==> src/rtl/vcxo_pkg.sv <==
// Shared definitions for the VCXO discipline controller: state encoding,
// tuning-mode constants, default PWM geometry and the duty clamp helper.
package vcxo_pkg;

   localparam int unsigned CNT_W  = 32;
   localparam int unsigned DUTY_W = 16;

   localparam int unsigned PWM_MAX_DEF  = 60000;
   localparam int unsigned PWM_INIT_DEF = 30000;

   localparam logic MODE_COARSE = 1'b0;
   localparam logic MODE_FINE   = 1'b1;

   typedef enum logic [2:0] {
      ST_IDLE   = 3'd0,
      ST_GATE   = 3'd1,
      ST_CALC   = 3'd2,
      ST_ADJUST = 3'd3,
      ST_APPLY  = 3'd4
   } state_e;

   // Clamp a signed 33-bit candidate duty into [1, pwm_max-1].
   function automatic logic [DUTY_W-1:0] clamp_duty(input logic signed [32:0] val,
                                                    input int unsigned        pwm_max);
      logic signed [32:0] hi;
      hi = $signed(33'(pwm_max - 1));
      if (val < 33'sd1) begin
         return DUTY_W'(1);
      end else if (val > hi) begin
         return DUTY_W'(hi);
      end else begin
         return DUTY_W'(val);
      end
   endfunction

endpackage

==> src/rtl/vcxo_pwm_gen.sv <==
// PWM generator driving the loop-filter pump.
// Ports: clk_in  - system clock
//        reset   - asynchronous active-high reset
//        duty    - requested duty word, latched only at period wrap
//        pump    - registered PWM output, high while counter < latched duty
module vcxo_pwm_gen
   import vcxo_pkg::*;
#(
   parameter int unsigned PWM_MAX  = PWM_MAX_DEF,
   parameter int unsigned PWM_INIT = PWM_INIT_DEF
) (
   input  logic              clk_in,
   input  logic              reset,
   input  logic [DUTY_W-1:0] duty,
   output logic              pump
);

   localparam logic [DUTY_W-1:0] CNT_LAST = DUTY_W'(PWM_MAX - 1);
   localparam logic [DUTY_W-1:0] DUTY_RST = DUTY_W'(PWM_INIT);

   logic [DUTY_W-1:0] cnt_q, cnt_d;
   logic [DUTY_W-1:0] lat_q, lat_d;
   logic              pump_q, pump_d;

   // Period counter; duty is only re-sampled at wrap so a period is never cut short.
   always_comb begin
      cnt_d  = cnt_q + DUTY_W'(1);
      lat_d  = lat_q;
      pump_d = (cnt_q < lat_q);
      if (cnt_q == CNT_LAST) begin
         cnt_d = '0;
         lat_d = duty;
      end
   end

   always_ff @(posedge clk_in or posedge reset) begin
      if (reset) begin
         cnt_q  <= '0;
         lat_q  <= DUTY_RST;
         pump_q <= 1'b0;
      end else begin
         cnt_q  <= cnt_d;
         lat_q  <= lat_d;
         pump_q <= pump_d;
      end
   end

   assign pump = pump_q;

endmodule

==> src/rtl/vcxo_lock_sequencer.sv <==
// VCXO discipline controller: counts VCXO ticks over a gate window, forms a
// signed frequency error against the trimmed nominal count, and steers the
// PWM duty word through coarse (proportional) and fine (+/-1) tuning.
// Ports: clk_in, reset (async, active-high)
//        vcxo_tick       - one strobe per synchronised VCXO edge
//        enable          - run the measurement loop
//        VCXO_correction - signed trim added to the error
//        freq_error      - last committed error
//        pwm_duty        - current duty word
//        pump            - PWM output to the loop filter
//        PWM_mode        - 0 coarse, 1 fine
//        locked          - high while in fine mode
//        meas_valid      - one-cycle pulse after each committed measurement
module vcxo_lock_sequencer
   import vcxo_pkg::*;
#(
   parameter int unsigned GATE_CYCLES   = 1000000,
   parameter int unsigned NOMINAL_COUNT = 6144000,
   parameter int unsigned PWM_MAX       = PWM_MAX_DEF,
   parameter int unsigned PWM_INIT      = PWM_INIT_DEF,
   parameter int unsigned COARSE_BAND   = 10,
   parameter int unsigned LOCK_COUNT    = 10
) (
   input  logic                     clk_in,
   input  logic                     reset,
   input  logic                     vcxo_tick,
   input  logic                     enable,
   input  logic signed [15:0]       VCXO_correction,
   output logic signed [CNT_W-1:0]  freq_error,
   output logic [DUTY_W-1:0]        pwm_duty,
   output logic                     pump,
   output logic                     PWM_mode,
   output logic                     locked,
   output logic                     meas_valid
);

   localparam logic [CNT_W-1:0]  GATE_LAST = CNT_W'(GATE_CYCLES - 1);
   localparam logic [CNT_W-1:0]  NOMINAL   = CNT_W'(NOMINAL_COUNT);
   localparam logic [CNT_W-1:0]  LOCK_SAT  = CNT_W'(LOCK_COUNT + 1);
   localparam logic [CNT_W-1:0]  LOCK_THR  = CNT_W'(LOCK_COUNT);
   localparam logic [32:0]       BAND      = 33'(COARSE_BAND);
   localparam logic [DUTY_W-1:0] DUTY_RST  = DUTY_W'(PWM_INIT);

   state_e                   state_q, state_d;
   logic [CNT_W-1:0]         gate_cnt_q, gate_cnt_d;
   logic [CNT_W-1:0]         tick_cnt_q, tick_cnt_d;
   logic [CNT_W-1:0]         lock_cnt_q, lock_cnt_d;
   logic signed [CNT_W-1:0]  err_q, err_d;
   logic signed [32:0]       new_q, new_d;
   logic                     pend_mode_q, pend_mode_d;
   logic signed [CNT_W-1:0]  ferr_q, ferr_d;
   logic [DUTY_W-1:0]        duty_q, duty_d;
   logic                     mode_q, mode_d;
   logic                     locked_q, locked_d;
   logic                     valid_q, valid_d;

   logic signed [32:0]       err33, duty33, step33, coarse33;
   logic [32:0]              err_mag;
   logic                     big_err;

   // Candidate duty values; 33-bit so duty - err cannot wrap before clamping.
   always_comb begin
      err33    = $signed({err_q[CNT_W-1], err_q});
      duty33   = $signed({17'b0, duty_q});
      err_mag  = err_q[CNT_W-1] ? -err33 : err33;
      big_err  = (err_mag > BAND);
      if (err_q[CNT_W-1]) begin
         step33 = duty33 + 33'sd1;
      end else if (err_q != '0) begin
         step33 = duty33 - 33'sd1;
      end else begin
         step33 = duty33;
      end
      coarse33 = big_err ? (duty33 - err33) : step33;
   end

   // Measurement sequencer next-state and datapath.
   always_comb begin
      state_d     = state_q;
      gate_cnt_d  = gate_cnt_q;
      tick_cnt_d  = tick_cnt_q;
      lock_cnt_d  = lock_cnt_q;
      err_d       = err_q;
      new_d       = new_q;
      pend_mode_d = pend_mode_q;
      ferr_d      = ferr_q;
      duty_d      = duty_q;
      mode_d      = mode_q;
      locked_d    = locked_q;
      valid_d     = 1'b0;

      unique case (state_q)
         ST_IDLE: begin
            if (enable) begin
               state_d    = ST_GATE;
               gate_cnt_d = '0;
               tick_cnt_d = '0;
            end
         end
         ST_GATE: begin
            if (!enable) begin
               // Partial count is discarded on the next IDLE exit.
               state_d = ST_IDLE;
            end else begin
               if (vcxo_tick && (tick_cnt_q != '1)) begin
                  tick_cnt_d = tick_cnt_q + CNT_W'(1);
               end
               if (gate_cnt_q == GATE_LAST) begin
                  state_d = ST_CALC;
               end else begin
                  gate_cnt_d = gate_cnt_q + CNT_W'(1);
               end
            end
         end
         ST_CALC: begin
            err_d = $signed(tick_cnt_q) - $signed(NOMINAL)
                  + $signed({{16{VCXO_correction[15]}}, VCXO_correction});
            if (err_d == '0) begin
               if (lock_cnt_q < LOCK_SAT) begin
                  lock_cnt_d = lock_cnt_q + CNT_W'(1);
               end
            end else begin
               lock_cnt_d = '0;
            end
            state_d = ST_ADJUST;
         end
         ST_ADJUST: begin
            if (mode_q == MODE_FINE) begin
               // A large error drops back to coarse and uses the coarse rule now.
               if (big_err) begin
                  pend_mode_d = MODE_COARSE;
                  new_d       = coarse33;
               end else begin
                  pend_mode_d = MODE_FINE;
                  new_d       = step33;
               end
            end else begin
               new_d       = coarse33;
               pend_mode_d = MODE_COARSE;
               if (lock_cnt_q > LOCK_THR) begin
                  pend_mode_d = MODE_FINE;
                  lock_cnt_d  = '0;
               end
            end
            state_d = ST_APPLY;
         end
         ST_APPLY: begin
            duty_d     = clamp_duty(new_q, PWM_MAX);
            ferr_d     = err_q;
            mode_d     = pend_mode_q;
            locked_d   = pend_mode_q;
            valid_d    = 1'b1;
            gate_cnt_d = '0;
            tick_cnt_d = '0;
            state_d    = enable ? ST_GATE : ST_IDLE;
         end
         default: begin
            state_d = ST_IDLE;
         end
      endcase
   end

   always_ff @(posedge clk_in or posedge reset) begin
      if (reset) begin
         state_q     <= ST_IDLE;
         gate_cnt_q  <= '0;
         tick_cnt_q  <= '0;
         lock_cnt_q  <= '0;
         err_q       <= '0;
         new_q       <= '0;
         pend_mode_q <= MODE_COARSE;
         ferr_q      <= '0;
         duty_q      <= DUTY_RST;
         mode_q      <= MODE_COARSE;
         locked_q    <= 1'b0;
         valid_q     <= 1'b0;
      end else begin
         state_q     <= state_d;
         gate_cnt_q  <= gate_cnt_d;
         tick_cnt_q  <= tick_cnt_d;
         lock_cnt_q  <= lock_cnt_d;
         err_q       <= err_d;
         new_q       <= new_d;
         pend_mode_q <= pend_mode_d;
         ferr_q      <= ferr_d;
         duty_q      <= duty_d;
         mode_q      <= mode_d;
         locked_q    <= locked_d;
         valid_q     <= valid_d;
      end
   end

   vcxo_pwm_gen #(
      .PWM_MAX  (PWM_MAX),
      .PWM_INIT (PWM_INIT)
   ) u_pwm (
      .clk_in (clk_in),
      .reset  (reset),
      .duty   (duty_q),
      .pump   (pump)
   );

   assign freq_error = ferr_q;
   assign pwm_duty   = duty_q;
   assign PWM_mode   = mode_q;
   assign locked     = locked_q;
   assign meas_valid = valid_q;

endmodule

==> config.mk <==
export PLATFORM = sky130hd
export DESIGN_NAME = vcxo_lock_sequencer
export DESIGN_NICKNAME = d
export VERILOG_FILES = /design/src/rtl/vcxo_pkg.sv /design/src/rtl/vcxo_pwm_gen.sv /design/src/rtl/vcxo_lock_sequencer.sv
export SDC_FILE = /design/constraint.sdc
export NUM_CORES = 1
export LEC_CHECK = 0
export CAP_MARGIN = 30
export CORE_MARGIN = 3
export CORE_UTILIZATION = 56
export CTS_BUF_LIST = sky130_fd_sc_hd__clkbuf_4
export CTS_CLUSTER_DIAMETER = 60
export DETAILED_ROUTE_END_ITERATION = 6
export GPL_TIMING_DRIVEN = 1
export PLACE_DENSITY = 0.75
export REMOVE_ABC_BUFFERS = 1
export SYNTH_ARGS = -nofsm -noshare
export SYNTH_HDL_FRONTEND = slang
export SYNTH_SLANG_ARGS = --single-unit
==> constraint.sdc <==
create_clock -name clk_in -period 17.84 [get_ports clk_in]
set_input_delay 3.568 -clock clk_in [delete_from_list [all_inputs] [get_ports clk_in]]
set_output_delay 3.568 -clock clk_in [all_outputs]
set_load 0.01 [all_outputs]
; ---- Word level (Yosys, flattened, before mapping)
; Cells that the tools add are included.
[op_classes]
eq_ne = 15
addsub = 10
muxes = 30
n_reduce_logical = 10
magnitude_cmp = 6
[ops]
columns = op, count
row1 = $mux W32, 9
row2 = $mux W33, 6
row3 = $pmux W32 S3, 2
row4 = $add A32 B1 Y32 const B, 3
row5 = $pmux W32 S2, 1
row6 = $mux W16, 3
row7 = $gt A33 B17 Y1 const B, 1
row8 = $gt A33 B4 Y1 const B, 1
row9 = $lt A33 B2 Y1 const B, 1
row10 = $neg A32 Y33, 1
row11 = $sub A17 B32 Y33, 1
row12 = $add A32 B16 Y32, 1
row13 = $eq A32 B20 Y1 const B, 1
row14 = $gt A32 B4 Y1 const B, 1
row15 = $logic_not A32 Y1, 1
row16 = $lt A32 B4 Y1 const B, 1
row17 = $ne A32 B32 Y1 const B, 1
row18 = $reduce_bool A32 Y1, 1
row19 = $sub A32 B24 Y32 const B, 1
row20 = $add A16 B1 Y17 const B, 1
row21 = $sub A16 B1 Y17 const B, 1
row22 = $add A16 B1 Y16 const B, 1
row23 = $eq A16 B16 Y1 const B, 1
row24 = $lt A16 B16 Y1, 1
row25 = 14 further kinds, 29
[totals]
output_inout_bits = 52
register_bits = 248

; ---- Logic depth before layout (Yosys ltp)
[depth]
word_depth = 6
mapped_depth = 16

; ---- Cells and area by module
; From an unflattened synthesis, not the netlist that was laid out.
[unflattened]
hier_cells = 1794
hier_area_um2 = 15857.7
[by_module_without_submodules]
columns = module, cells_each, n_inst, seq_area_each_um2, area_per_inst_um2
row1 = vcxo_lock_sequencer, 1636, 1, 5388.9, 14046.0
row2 = vcxo_pwm_gen, 158, 1, 834.6, 1811.7

; ---- Least setup slack after synthesis
; No wires, ideal clock.
[synth_path]
path_kind = input-to-reg
from = input port VCXO_correction[1]
to = register lock_cnt_q[1]
path_buffers = 1
setup_ns = 0.083
slack_ns = 10.689
stages = 14
t_arrival_ns = 7.068
cell_sequence = ha_1 -> ha_1 -> fa_1 -> a211oi_2 -> o211ai_1 -> a21o_1 -> a2111oi_0 -> o2111ai_1 -> a2111oi_0 -> nand4_1 -> nor4b_2 -> a31oi_1 -> clkbuf_1 -> o22ai_1
[synth_via]
elab_chain_cells = 4
[synth_rtl]
columns = element, line
row1 = start: declaration, vcxo_lock_sequencer.sv:28  ; input logic signed [15:0] VCXO_correction,
row2 = $add A32 B16 Y32 (*), vcxo_lock_sequencer.sv:117  ; + $signed({{16{VCXO_correction[15]}}, VCXO_correction});
row3 = $logic_not A32 Y1 (*), vcxo_lock_sequencer.sv:118  ; if (err_d == '0) begin
row4 = $ne A3 B3 Y1 (no line) or $mux W32 (tied branches), n/a
row5 = $reduce_and A4 Y1 (no line) or $pmux W32 S2 (tied branches), n/a
row6 = end signal: assignment, vcxo_lock_sequencer.sv:181  ; lock_cnt_q <= lock_cnt_d;
row7 = end: declaration, vcxo_lock_sequencer.sv:47  ; logic [CNT_W-1:0] lock_cnt_q, lock_cnt_d;
; Every way passes the cells marked *; elsewhere a longest branch is shown, timed or not.
; A chain may end at the register's enable or synchronous reset.

; ---- Final worst setup path
[layout_path]
from = input port VCXO_correction[15]
to = register lock_cnt_q[1]
; The elaborated chain is that of the path after synthesis.

==> results.cfg <==
[timing]
worst_slack_ps = 10380
drv_slew = 0
tns_ps = 0
max_slew_margin = 0.386
fin_crit_ps = 7460
finalSetupViolations = 0
fin_skew_ps = 52.7
timing.final.crit_share = 0.418
worst_pin_slew_ps = 915
fmax_mhz = 134
rsz0062_at_grt = no
hold_viol_final = 0

[layout]
synthToLayoutAreaGrowth_pct = 11.5
drive_above_1_share = 0.0901
nNetsFinal = 2021
nFillCells = 2368
stdcell_area_sq_um = 17600
area.sequential_sq_um = 6220
multi_input_area_sq_um = 8840

[pwr]
p_per_area_nw_per_um2 = 81.1
ir_drop_mv = 0.0491
power.leakage_nw = 8.01

[status]
status = completed

[route]
wl_met2_microns = 17900
via_count = 13700
wire_per_inst_microns = 16.9
routed.top_layer = met4
drc = 0
postRouteAntennaNets = 0
dr.pass1.iters = 5
wirelength_microns = 39100
vias_per_cell = 5.90
m1WireLength_microns = 18200
met3_length_microns = 1990
dr.first_iter.drc_count = 1094

[placed_design]
place_congestion = 0.896
placed_cell_area_sq_um = 16700
dp_hpwl_microns = 28500
io_buffers = 71
detailedPlace.worstSlack_ps = 9720

[yosys]
netlist_top_cells_area = dfrtp_1 37%, ha_1 7.9%, nand2_1 5.4%
yosys-top-cells-count = 234 x dfrtp_1, 228 x nand2_1, 160 x nor2_1, 127 x o21ai_0, 100 x ha_1
yosysSeqAreaShare = 0.394
synth_edf_count = 0
synth_flop_cell = dfrtp_1
synth_cell_type_count = 90
synth_cells = 1832
synthArstFlopShare = 1.00
synth_top_area_share = 0.371
ys_ff_latch = 248
syn_avg_cell_area_sq_um = 8.62
synth-warning-count = 0
synth_top_area_cell = dfrtp_1
syn_area_sq_um = 15800
synth.most_common_cell = dfrtp_1

[global_routing]
antenna_found_initial = 1
grt_pass1_wl_microns = 66100
grt_pass1_vias = 13200
gr-total-overflow = 0
grt_start_max_net_pins = 112
track_usage = 0.260

[die]
core_area_sq_um = 27300
die-width_microns = 174
die_h_microns = 174
rows = 60
start_util = 0.578
die_area_sq_um = 30200
io_pins = 72

[critical_path]
crit_fanout = 30
worstPathCellList = clkdlybuf4s50_1, inv_1, ha_1, inv_1, ha_1, a21oi_1, o21a_1, mux2i_1, a2111oi_0, o2111ai_1, a2111oi_0, nand4_1, nor4b_2, a31oi_2, buf_4, o22ai_1
crit_required_ps = 18420
cp-start-kind = input pin
rrSetupSlack_ps = 13300
crit_path_max_incr_delay_ps = 680
critPathArrivalTime_ps = 8040
crit_start = VCXO_correction[15]
crit_slowest_cell = clkdlybuf4s50_1
endpoint_kind = register
crit_type = input pin to register
r2r_start = tick_cnt_q[1]

[cts]
clock_path_buffers = 3
cts_setup_buffers = 0
root_buffer = clkbuf_4
clock_sinks = 248
worstSkewPairLatency_ps = 670
clkTransAtPathRegs_ps = 60
htree_num_levels = 3
cts_resized = 0
cts_tree = done
numCtsBuffers = 70
hold_buffers = 0

[min_path]
hold_class = register to register
hold_start = freq_error[13]

[flow_run]
max_cap_viol_count = 0
## worst paths after layout
| check | endpoint | cells past startpoint |
|---|---|---|
| setup / recovery | lock_cnt_q[1] | 16 |
| hold / removal | freq_error[13] | 2 |
| setup reg to reg | lock_cnt_q[1] | 14 |
| hold reg to reg | freq_error[13] | 2 |
| max in group asynchronous | state_q[0] | 3 |
| min in group asynchronous | u_pwm.cnt_q[2] | 2 |
## logic make-up after synthesis
| group | Yosys count | share of synthesized area |
|---|---|---|
| simple gates | 733 | 0.228 |
| compound gates | 417 | 0.167 |
| flops | 248 | 0.394 |
| buf+inv | 190 | 0.0468 |
| xor+xnor | 121 | 0.0680 |
| fa+ha+maj | 102 | 0.0818 |
| mux | 21 | 0.0139 |
## layer usage
| layer | global-route usage | vias to the layer above |
|---|---|---|
| met4 | 0.0871 | 0 |
| met2 | 0.416 | 395 |
| met5 | 0 | - |
| met3 | 0.0384 | 90 |
| li1 | - | 6661 |
| met1 | 0.365 | 6517 |
## metrics by stage
stage	hold WS, ps	utilization	std cells	power (mW)
after floorplan	439	-	1743	0.815
after global placement	456	0.612	2199	0.901
after detailed placement	470	0.612	2199	0.907
after CTS	483	0.644	2314	1.45
after global routing	513	0.644	2315	1.51
final	476	0.644	2315	1.43
## state kept, by name (all words and copies together), names as in the netlist
| register | flops |
|---|---|
| err_q | 32 |
| freq_error | 32 |
| gate_cnt_q | 32 |
| lock_cnt_q | 32 |
| locked | 1 |
| meas_valid | 1 |
| new_q | 33 |
| pend_mode_q | 1 |
| pwm_duty | 16 |
| state_q | 3 |
| tick_cnt_q | 32 |
| u_pwm.cnt_q | 16 |
| u_pwm.lat_q | 16 |
| u_pwm.pump | 1 |
## cell type report
cell class                 count  share of cell area
multi-input combinational   1394               0.502
antenna                        1            0.000142
sequential                   248               0.353
clock inverter                10             0.00547
inverter                     101              0.0220
timing repair buffer          84              0.0459
tap                          372              0.0264
clock buffer                 105              0.0448
## placed cells by master, fill, tap and decap left out, drive strengths merged, types with 15 or more instances in the layout
| cell | count |
|---|---|
| clkbuf | 105 |
| and3 | 23 |
| nor2b | 39 |
| nor4 | 36 |
| inv | 99 |
| ha | 100 |
| xor2 | 60 |
| a21o | 22 |
| nand4 | 39 |
| xnor2 | 60 |
| nand2 | 228 |
| nand3 | 61 |
| o21ai | 148 |
| nor3 | 50 |
| clkdlybuf4s50 | 71 |
| or3 | 30 |
| o21a | 18 |
| nor2 | 160 |
| dfrtp | 234 |
| a31oi | 15 |
| a21oi | 85 |
## power breakdown
| part | leakage, nW | total [mW] | internal, mW | switching (mW) |
|---|---|---|---|---|
| combinational | 4.24 | 0.254 | 0.109 | 0.146 |
| sequential | 3.25 | 0.647 | 0.594 | 0.0535 |
| clock | 0.527 | 0.527 | 0.295 | 0.232 |
| total | 8.01 | 1.43 | 0.997 | 0.431 |
## worst max-delay path, delay by kind of cell
family / cells / cell delay (ps)
compound gates: 7 / 1760
mux: 1 / 110
simple gates: 2 / 590
fa+ha+maj: 2 / 740
buf+inv: 4 / 1250
No activity file was read; power rests on OpenSTA's default activity.
